$ cat config.mk
export PLATFORM = sky130hd
export DESIGN_NAME = axi_gpio_csr
export DESIGN_NICKNAME = d
export VERILOG_FILES = /design/src/rtl/utils_pkg.sv /design/src/rtl/cdc_2ff_sync.sv /design/src/rtl/axi_gpio_csr.sv
export SDC_FILE = /design/constraint.sdc
export NUM_CORES = 1
export LEC_CHECK = 0
export CORE_MARGIN = 5
export CORE_UTILIZATION = 54
export DETAILED_ROUTE_END_ITERATION = 8
export PLACE_DENSITY = 0.9
export SLEW_MARGIN = 0
export SYNTH_ARGS = -nofsm -noshare
export SYNTH_HDL_FRONTEND = slang
export SYNTH_SLANG_ARGS = --single-unit
export TNS_END_PERCENT = 1
$ cat constraint.sdc
create_clock -name clk -period 3.6 [get_ports clk]
set_clock_uncertainty 0.05 [all_clocks]
set_input_delay 0.72 -clock clk [delete_from_list [all_inputs] [get_ports clk]]
set_output_delay 0.72 -clock clk [all_outputs]
set_load 0.005 [all_outputs]
$ cat src/rtl/utils_pkg.sv
// utils_pkg: AXI4 slave channel structs, response codes and GPIO CSR register map
package utils_pkg;
  localparam int ID_W = 4;
  localparam logic [4:0] OFF_OUT = 5'h00;
  localparam logic [4:0] OFF_IN = 5'h04;
  localparam logic [4:0] OFF_MASK = 5'h08;
  localparam logic [4:0] OFF_STAT = 5'h0C;
  localparam logic [4:0] OFF_SCRATCH = 5'h10;
  localparam logic [1:0] RESP_OKAY = 2'b00;
  localparam logic [1:0] RESP_SLVERR = 2'b10;
  typedef struct packed {
    logic [ID_W-1:0] awid;
    logic [31:0] awaddr;
    logic [7:0] awlen;
    logic [2:0] awsize;
    logic [1:0] awburst;
    logic awvalid;
    logic [31:0] wdata;
    logic [3:0] wstrb;
    logic wlast;
    logic wvalid;
    logic bready;
    logic [ID_W-1:0] arid;
    logic [31:0] araddr;
    logic [7:0] arlen;
    logic [2:0] arsize;
    logic [1:0] arburst;
    logic arvalid;
    logic rready;
  } s_axi_mosi_t;
  typedef struct packed {
    logic awready;
    logic wready;
    logic [ID_W-1:0] bid;
    logic [1:0] bresp;
    logic bvalid;
    logic arready;
    logic [ID_W-1:0] rid;
    logic [31:0] rdata;
    logic [1:0] rresp;
    logic rlast;
    logic rvalid;
  } s_axi_miso_t;
  function automatic logic [31:0] byte_mask(input logic [3:0] strb);
    return {{8{strb[3]}}, {8{strb[2]}}, {8{strb[1]}}, {8{strb[0]}}};
  endfunction
endpackage

$ cat src/rtl/cdc_2ff_sync.sv
// cdc_2ff_sync: two-flop synchronizer for asynchronous level inputs
module cdc_2ff_sync #(
  parameter int W = 1
) (
  input  logic         clk,
  input  logic         arst_n,
  input  logic [W-1:0] d,
  output logic [W-1:0] q
);
  logic [W-1:0] meta;
  // first flop may go metastable; second flop gives it a full cycle to settle
  always_ff @(posedge clk or negedge arst_n)
    if (!arst_n) {q, meta} <= '0;
    else {q, meta} <= {meta, d};
endmodule

$ cat src/rtl/axi_gpio_csr.sv
// axi_gpio_csr: AXI4 slave register block for GPIO out/in, edge interrupts and scratch
module axi_gpio_csr
  import utils_pkg::*;
#(
  parameter logic [31:0] BASE_ADDR = 32'h9000_0000,
  parameter int GPIO_W = 8
) (
  input  logic              clk,
  input  logic              arst_n,
  input  s_axi_mosi_t       axi_mosi,
  output s_axi_miso_t       axi_miso,
  input  logic [GPIO_W-1:0] gpio_i,
  output logic [GPIO_W-1:0] gpio_o,
  output logic              irq_o
);
  localparam logic [1:0] W_IDLE = 2'd0;
  localparam logic [1:0] W_DATA = 2'd1;
  localparam logic [1:0] W_RESP = 2'd2;
  localparam logic R_IDLE = 1'b0;
  localparam logic R_DATA = 1'b1;
  logic [1:0] w_state;
  logic r_state;
  logic live;
  logic aw_held, w_held;
  logic [ID_W-1:0] aw_id, b_id, r_id;
  logic [31:0] aw_addr, w_data, scratch_q, r_data;
  logic [7:0] aw_len, r_len, r_cnt;
  logic [3:0] w_strb;
  logic [1:0] b_resp, r_resp;
  logic [GPIO_W-1:0] out_q, mask_q, stat_q, in_s, in_d;
  logic [31:0] w_off, r_off, wm, rd_word;
  logic [GPIO_W-1:0] m, clr, rise;
  logic w_ok, r_ok, commit, wr, aw_hs, w_hs, b_hs, ar_hs, r_hs, r_last;
  logic unused;
  assign unused = ^{axi_mosi.awsize, axi_mosi.awburst, axi_mosi.arsize, axi_mosi.arburst,
                    w_off[1:0], r_off[1:0]};
  cdc_2ff_sync #(.W(GPIO_W)) u_sync (
    .clk(clk),
    .arst_n(arst_n),
    .d(gpio_i),
    .q(in_s)
  );
  // address decode, handshakes, read mux and response channel outputs
  always_comb begin
    w_off = aw_addr - BASE_ADDR;
    r_off = axi_mosi.araddr - BASE_ADDR;
    w_ok = w_off[31:5] == '0 && w_off[4:2] <= 3'd4 && aw_len == '0;
    r_ok = r_off[31:5] == '0 && r_off[4:2] <= 3'd4 && axi_mosi.arlen == '0;
    commit = w_state == W_DATA && aw_held && w_held;
    wr = commit && w_ok;
    wm = byte_mask(w_strb);
    m = wm[GPIO_W-1:0];
    clr = (wr && w_off[4:0] == OFF_STAT) ? w_data[GPIO_W-1:0] & m : '0;
    rise = in_s & ~in_d;
    rd_word = r_off[4:0] == OFF_OUT  ? 32'(out_q)  :
              r_off[4:0] == OFF_IN   ? 32'(in_s)   :
              r_off[4:0] == OFF_MASK ? 32'(mask_q) :
              r_off[4:0] == OFF_STAT ? 32'(stat_q) : scratch_q;
    r_last = r_cnt == r_len;
    axi_miso.awready = live && w_state != W_RESP && !aw_held;
    axi_miso.wready = live && w_state != W_RESP && !w_held;
    axi_miso.bvalid = w_state == W_RESP;
    axi_miso.bid = b_id;
    axi_miso.bresp = b_resp;
    axi_miso.arready = live && r_state == R_IDLE;
    axi_miso.rvalid = r_state == R_DATA;
    axi_miso.rid = r_id;
    axi_miso.rdata = r_data;
    axi_miso.rresp = r_resp;
    axi_miso.rlast = r_last;
    aw_hs = axi_mosi.awvalid && axi_miso.awready;
    w_hs = axi_mosi.wvalid && axi_miso.wready;
    b_hs = axi_miso.bvalid && axi_mosi.bready;
    ar_hs = axi_mosi.arvalid && axi_miso.arready;
    r_hs = axi_miso.rvalid && axi_mosi.rready;
    gpio_o = out_q;
    irq_o = |(stat_q & mask_q);
  end
  // write path: capture AW and final W beat independently, then respond once
  always_ff @(posedge clk or negedge arst_n)
    if (!arst_n) begin
      w_state <= W_IDLE;
      aw_held <= 1'b0;
      w_held <= 1'b0;
      aw_id <= '0;
      aw_addr <= '0;
      aw_len <= '0;
      w_data <= '0;
      w_strb <= '0;
      b_id <= '0;
      b_resp <= RESP_OKAY;
    end else begin
      if (aw_hs) begin
        aw_held <= 1'b1;
        aw_id <= axi_mosi.awid;
        aw_addr <= axi_mosi.awaddr;
        aw_len <= axi_mosi.awlen;
      end
      if (w_hs && axi_mosi.wlast) begin
        w_held <= 1'b1;
        w_data <= axi_mosi.wdata;
        w_strb <= axi_mosi.wstrb;
      end
      if (commit) begin
        b_id <= aw_id;
        b_resp <= w_ok ? RESP_OKAY : RESP_SLVERR;
      end
      if (b_hs) begin
        aw_held <= 1'b0;
        w_held <= 1'b0;
      end
      w_state <= commit ? W_RESP : b_hs ? W_IDLE :
                 (w_state == W_IDLE && (aw_hs || w_hs)) ? W_DATA : w_state;
    end
  // register file; a fresh rising edge beats a simultaneous W1C
  always_ff @(posedge clk or negedge arst_n)
    if (!arst_n) begin
      live <= 1'b0;
      out_q <= '0;
      mask_q <= '0;
      stat_q <= '0;
      in_d <= '0;
      scratch_q <= '0;
    end else begin
      live <= 1'b1;
      in_d <= in_s;
      stat_q <= (stat_q & ~clr) | rise;
      if (wr && w_off[4:0] == OFF_OUT) out_q <= (out_q & ~m) | (w_data[GPIO_W-1:0] & m);
      if (wr && w_off[4:0] == OFF_MASK) mask_q <= (mask_q & ~m) | (w_data[GPIO_W-1:0] & m);
      if (wr && w_off[4:0] == OFF_SCRATCH) scratch_q <= (scratch_q & ~wm) | (w_data & wm);
    end
  // read path: sample data at AR handshake, stream arlen+1 beats
  always_ff @(posedge clk or negedge arst_n)
    if (!arst_n) begin
      r_state <= R_IDLE;
      r_id <= '0;
      r_data <= '0;
      r_resp <= RESP_OKAY;
      r_len <= '0;
      r_cnt <= '0;
    end else if (ar_hs) begin
      r_state <= R_DATA;
      r_id <= axi_mosi.arid;
      r_data <= r_ok ? rd_word : '0;
      r_resp <= r_ok ? RESP_OKAY : RESP_SLVERR;
      r_len <= axi_mosi.arlen;
      r_cnt <= '0;
    end else if (r_hs) begin
      r_state <= r_last ? R_IDLE : R_DATA;
      r_cnt <= r_cnt + 8'd1;
    end
endmodule
# == Yosys cells after proc, flatten, opt, wreduce, memory -nomap -nowiden ==
# Index checks and enable logic that the tools add are counted.
# word_totals
ff_bits,226
out_inout_bits,59
# op_classes
mux,20
magnitude_cmp,2
n_bitwise,17
eq_ne,10
add_sub_neg,3
n_reduce_logical,37
# ops
cell,count
32-bit 2-to-1 mux,5
32-bit AND,2
"32-bit subtractor, second input constant",2
27-bit zero test,2
8-bit AND,6
32-bit inverter,1
32-bit OR,1
8-bit 2-to-1 mux,3
8-bit inverter,3
8-bit OR,3
1-bit logical AND,22
"5-bit by 4-bit equality test with 1-bit output, second input constant",4
8-bit zero test,2
5-bit zero test,2
2-bit 2-to-1 mux,5
"8-bit by 1-bit adder with 8-bit output, second input constant",1
8-bit equality test,1
8-bit OR reduction,1
1-bit 2-to-1 mux,7
"3-bit <= comparator, second input constant",2
2-bit nonzero test,3
"5-bit by 3-bit equality test with 1-bit output, second input constant",1
"5-bit equality test, second input constant",1
3-bit nonzero test,1
other kinds (7),8

# == Longest topological paths before layout ==
# logic_depth
depth_word,10
mapped_depth,7

# == Hierarchy ==
# A second synthesis with hierarchy kept.
# hier_totals
cells_unflattened,639
hier_area_um2,9108.7
# by_module_without_submodules
mod,area_per_inst_um2,cells_each,seq_area_each_um2,n_inst
axi_gpio_csr,8708.4,623,5205.0,1
cdc_2ff_sync,400.4,16,400.4,1

# == Least setup slack after synthesis ==
# No wires, ideal clock.
# synth_path
kind,input to register
from,in axi_mosi[43] in the netlist's numbering
to,reg r_data[11]
arrival_ps,2286
stages,7
path_buffers,1
path_slack_ps,1198
cell_sequence,inv_1 -> ha_1 -> nor4b_1 -> nand4_1 -> nor4_1 -> clkbuf_1 -> a22o_1
# synth_via
elab_chain_cells,5
# synth_rtl
element,line,rtl
start: declaration,axi_gpio_csr.sv:10,"input s_axi_mosi_t axi_mosi,"
32-bit subtractor,axi_gpio_csr.sv:46,r_off = axi_mosi.araddr - BASE_ADDR;
27-bit zero test,axi_gpio_csr.sv:48,r_ok = r_off[31:5] == '0 && r_off[4:2] <= 3'd4 && axi_mosi.arlen == '0;
1-bit logical AND (2 in series),axi_gpio_csr.sv:48,
32-bit 2-to-1 mux,axi_gpio_csr.sv:144,r_data <= r_ok ? rd_word : '0;
end signal: assignment,axi_gpio_csr.sv:144,
end: declaration,axi_gpio_csr.sv:26,"logic [31:0] aw_addr, w_data, scratch_q, r_data;"
# Every way passes these cells.
# A chain may end at the register's enable or synchronous reset.

==> out/results.txt <==
Global placement routability congestion = 0.835
Global-route wire length before repair = 35800 um
Sw frac = 27.2%
Crit-path leading delay family = buffers and inverters
Nets = 1046
Max IR drop VDD = 0.399 mV
Psw = 2.01 mW
Hold buffers post-CTS = 0
Max Freq = 364 MHz
Clock latency on the worst-skew pair = 0.49 ns
Final period util = 76.3%
Fin crit period = 2.75 ns
Placed Instance Area = 11500 um^2
Pleak = 5.61 nW
Final hold violation count = 0
Routed WL = 22000 um
Root Buffer = clkbuf_16
GRT Overall Usage = 22.3%
Async S/R FF share, synth = 100%
Comb power frac = 20.1%
Yosys reg bits = 224
Die width = 141 um
Reg power frac = 48.9%
Max_cap viols = 0
Critical Path End Type = primary output
Synth warnings = 0
I/O pins = 209
RSZ-0062 raised after global routing = false
DRT antenna net count = 0
Die area = 19900 um^2
Sequential-to-total area share from yosys stat = 60.6%
Least-Margin Pin Slew = 0.962 ns
Pre-antenna DRT Iters = 4
Arr. time, crit path = 1.98 ns
Post_cts resized = 0
Number of post-CTS setup repair buffers = 0
Syn Area/Cell = 13.4 um^2
TritonCTS clock tree = yes
Commonest non-fill, non-tap cell in the layout = dfrtp_1
Ant diodes = 0
Outcome = complete, no violations
Overflow left after global routing = 0
Vias = 6211
Buf/Inv on CP = 1
Int Pwr = 5.39 mW
TritonCTS buffer count = 23
Setup Viol. Count Final = 0
Core box area = 16700 um^2
Worst path cell trace = xnor2_1 -> nand4_1 -> nor3_1 -> clkdlybuf4s50_1
Layout area overhead = 32.1%
Largest net degree at the start of global routing = 110
Port Buf Inserts = 196
Post-synth EDFFs = 0
Synthesized cell area = 9250 um^2
CP max stage cell = clkdlybuf4s50_1
Drt via density = 5.51
Vias in the first global route = 6919
Post-DP HPWL = 15700 um
Final setup TNS = 0 ns
Num rows = 47
Min-Delay Path Class = primary input to async pin
Critical Path RT = 2.83 ns
CTS clk-pin slew, worst paths = 0.06 ns
Final instance area = 12200 um^2
WL/cell = 19.5 um
Clk pwr share = 30.9%
DRC viols = 0
Distinct cells, synth = 51
Initial core utilization = 55.4%
Die Ht = 141 um
Power density over the cells = 606 nW/um^2
WHS = 0.224 ns
CTS max path bufs = 3
CP peak stage delay = 0.53 ns
Max_slew headroom = 35.6%
Post-synth top flop = dfrtp_1
Reg2Reg Setup Slack = 1.06 ns
H-tree depth = 1
Fraction of layout cells with a size suffix above 1 = 22.9%
Commonest non-fill, non-tap cells in the layout = dfrtp_1, clkdlybuf4s50_1, mux2_2
Post-Synthesis Cells = 688
Initial drt markers = 361
Crit path max fanout = 5
CP Launch Type = flip-flop
CP Class = flip-flop to primary output
Max-slew violation count = 0
Initial antenna violation count = 1
TritonCTS Sinks = 224
-- worst reg2reg max path: stages (launching register included) --
cell and delay [ns]:
dfrtp_1 0.36, inv_1 0.05, ha_1 0.28, nor4b_4 0.24
nand4_4 0.30, nor4_4 0.74, mux2_2 0.41
-- cell usage after synthesis, types with 2 or more instances --
library cell	number	area share (%)
or3_1	3	0.20
buf_1	3	0.12
o21bai_1	8	0.65
inv_1	24	0.97
mux2_4	8	1.3
nand2b_1	2	0.14
o22ai_1	8	0.54
nor4_4	8	1.8
nand3_1	6	0.32
clkbuf_1	21	0.85
dfrtp_1	224	61
a22o_1	24	2.3
o2bb2ai_1	8	0.76
nor4_1	8	0.54
nand4_1	11	0.74
mux2_2	120	15
buf_4	4	0.32
nor4_2	3	0.41
nor3_1	3	0.16
a21boi_0	2	0.16
o31ai_1	8	0.65
and3_1	4	0.27
conb_1	2	0.081
buf_2	2	0.11
nor4b_1	3	0.28
xor2_1	6	0.57
o21a_1	2	0.16
a22oi_1	4	0.32
o21ai_0	2	0.11
o221a_2	8	0.97
a31oi_1	8	0.54
nor2b_1	11	0.74
xnor2_1	11	1.0
nand4_4	3	0.69
nand2_1	82	3.3
ha_1	3	0.41
nor2_1	17	0.69
-- power by group through the flow --
stage | clock network (mW) | logic (mW) | registers (mW)
after floorplan | 0 | 0.988 | 3.51
after global placement | 0 | 1.42 | 3.61
after detailed placement | 0 | 1.51 | 3.66
after CTS | 2.34 | 1.52 | 3.62
after global routing | 2.45 | 1.65 | 3.70
final | 2.29 | 1.49 | 3.62
-- stage by stage --
| step | setup WS [ns] | utilization, % | instances | power (mW) |
|---|---|---|---|---|
| detailed placement | 0.650 | 68.8 | 1088 | 5.17 |
| CTS | 0.838 | 73.2 | 1128 | 7.48 |
| global route | 0.766 | 73.2 | 1128 | 7.80 |
| global placement | 0.745 | 68.8 | 1088 | 5.04 |
| floorplan | 1.20 | - | 689 | 4.50 |
| finish | 0.854 | 73.2 | 1128 | 7.41 |
-- final cells by class --
class                   count  area (um^2)
fillers                  1104         4480
multi-input cells         410         3430
well taps                 220          275
clock inverters             8         71.3
inverters                  24         90.1
clock buffers              32          659
repair buffers            210         2080
flip-flops and latches    224         5610
-- cells by family (layout without fill, tap and decap cells) --
kind of cell	after synthesis	count (layout)	share of synthesized area (%)
flip-flops	224	224	60.6
AND/OR/NAND/NOR	173	173	11.4
multiplexers	129	129	16.0
AO/OA/AOI/OAI	85	85	7.41
buffers and inverters	55	274	2.50
XOR/XNOR	17	17	1.61
adder cells (fa/ha/maj)	3	3	0.406
other	2	3	0.0812
-- layer usage --
layer  part of all wire, %  track usage (%)  routed length (um)  vias to the layer above
met5                     0                0                   0                        -
met4                   1.6             4.90                 357                        0
met3                   8.0             6.57                1760                       29
met2                    50             39.1               11100                      196
met1                    40             27.4                8810                     3116
li1                      -                -                   -                     2870
-- worst paths after layout --
path,from,end,cells after the start
worst min register to register,u_sync.meta[3],u_sync.q[3],0
worst max-delay path,r_cnt[3],axi_miso[1],4
worst max register to register,aw_addr[28],flip-flop,6
worst min-delay path,arst_n,r_id[1],1
min in group clk,u_sync.meta[3],u_sync.q[3],0
max in group asynchronous,arst_n,u_sync.meta[4],2
No activity file was read; power rests on OpenSTA's default activity.
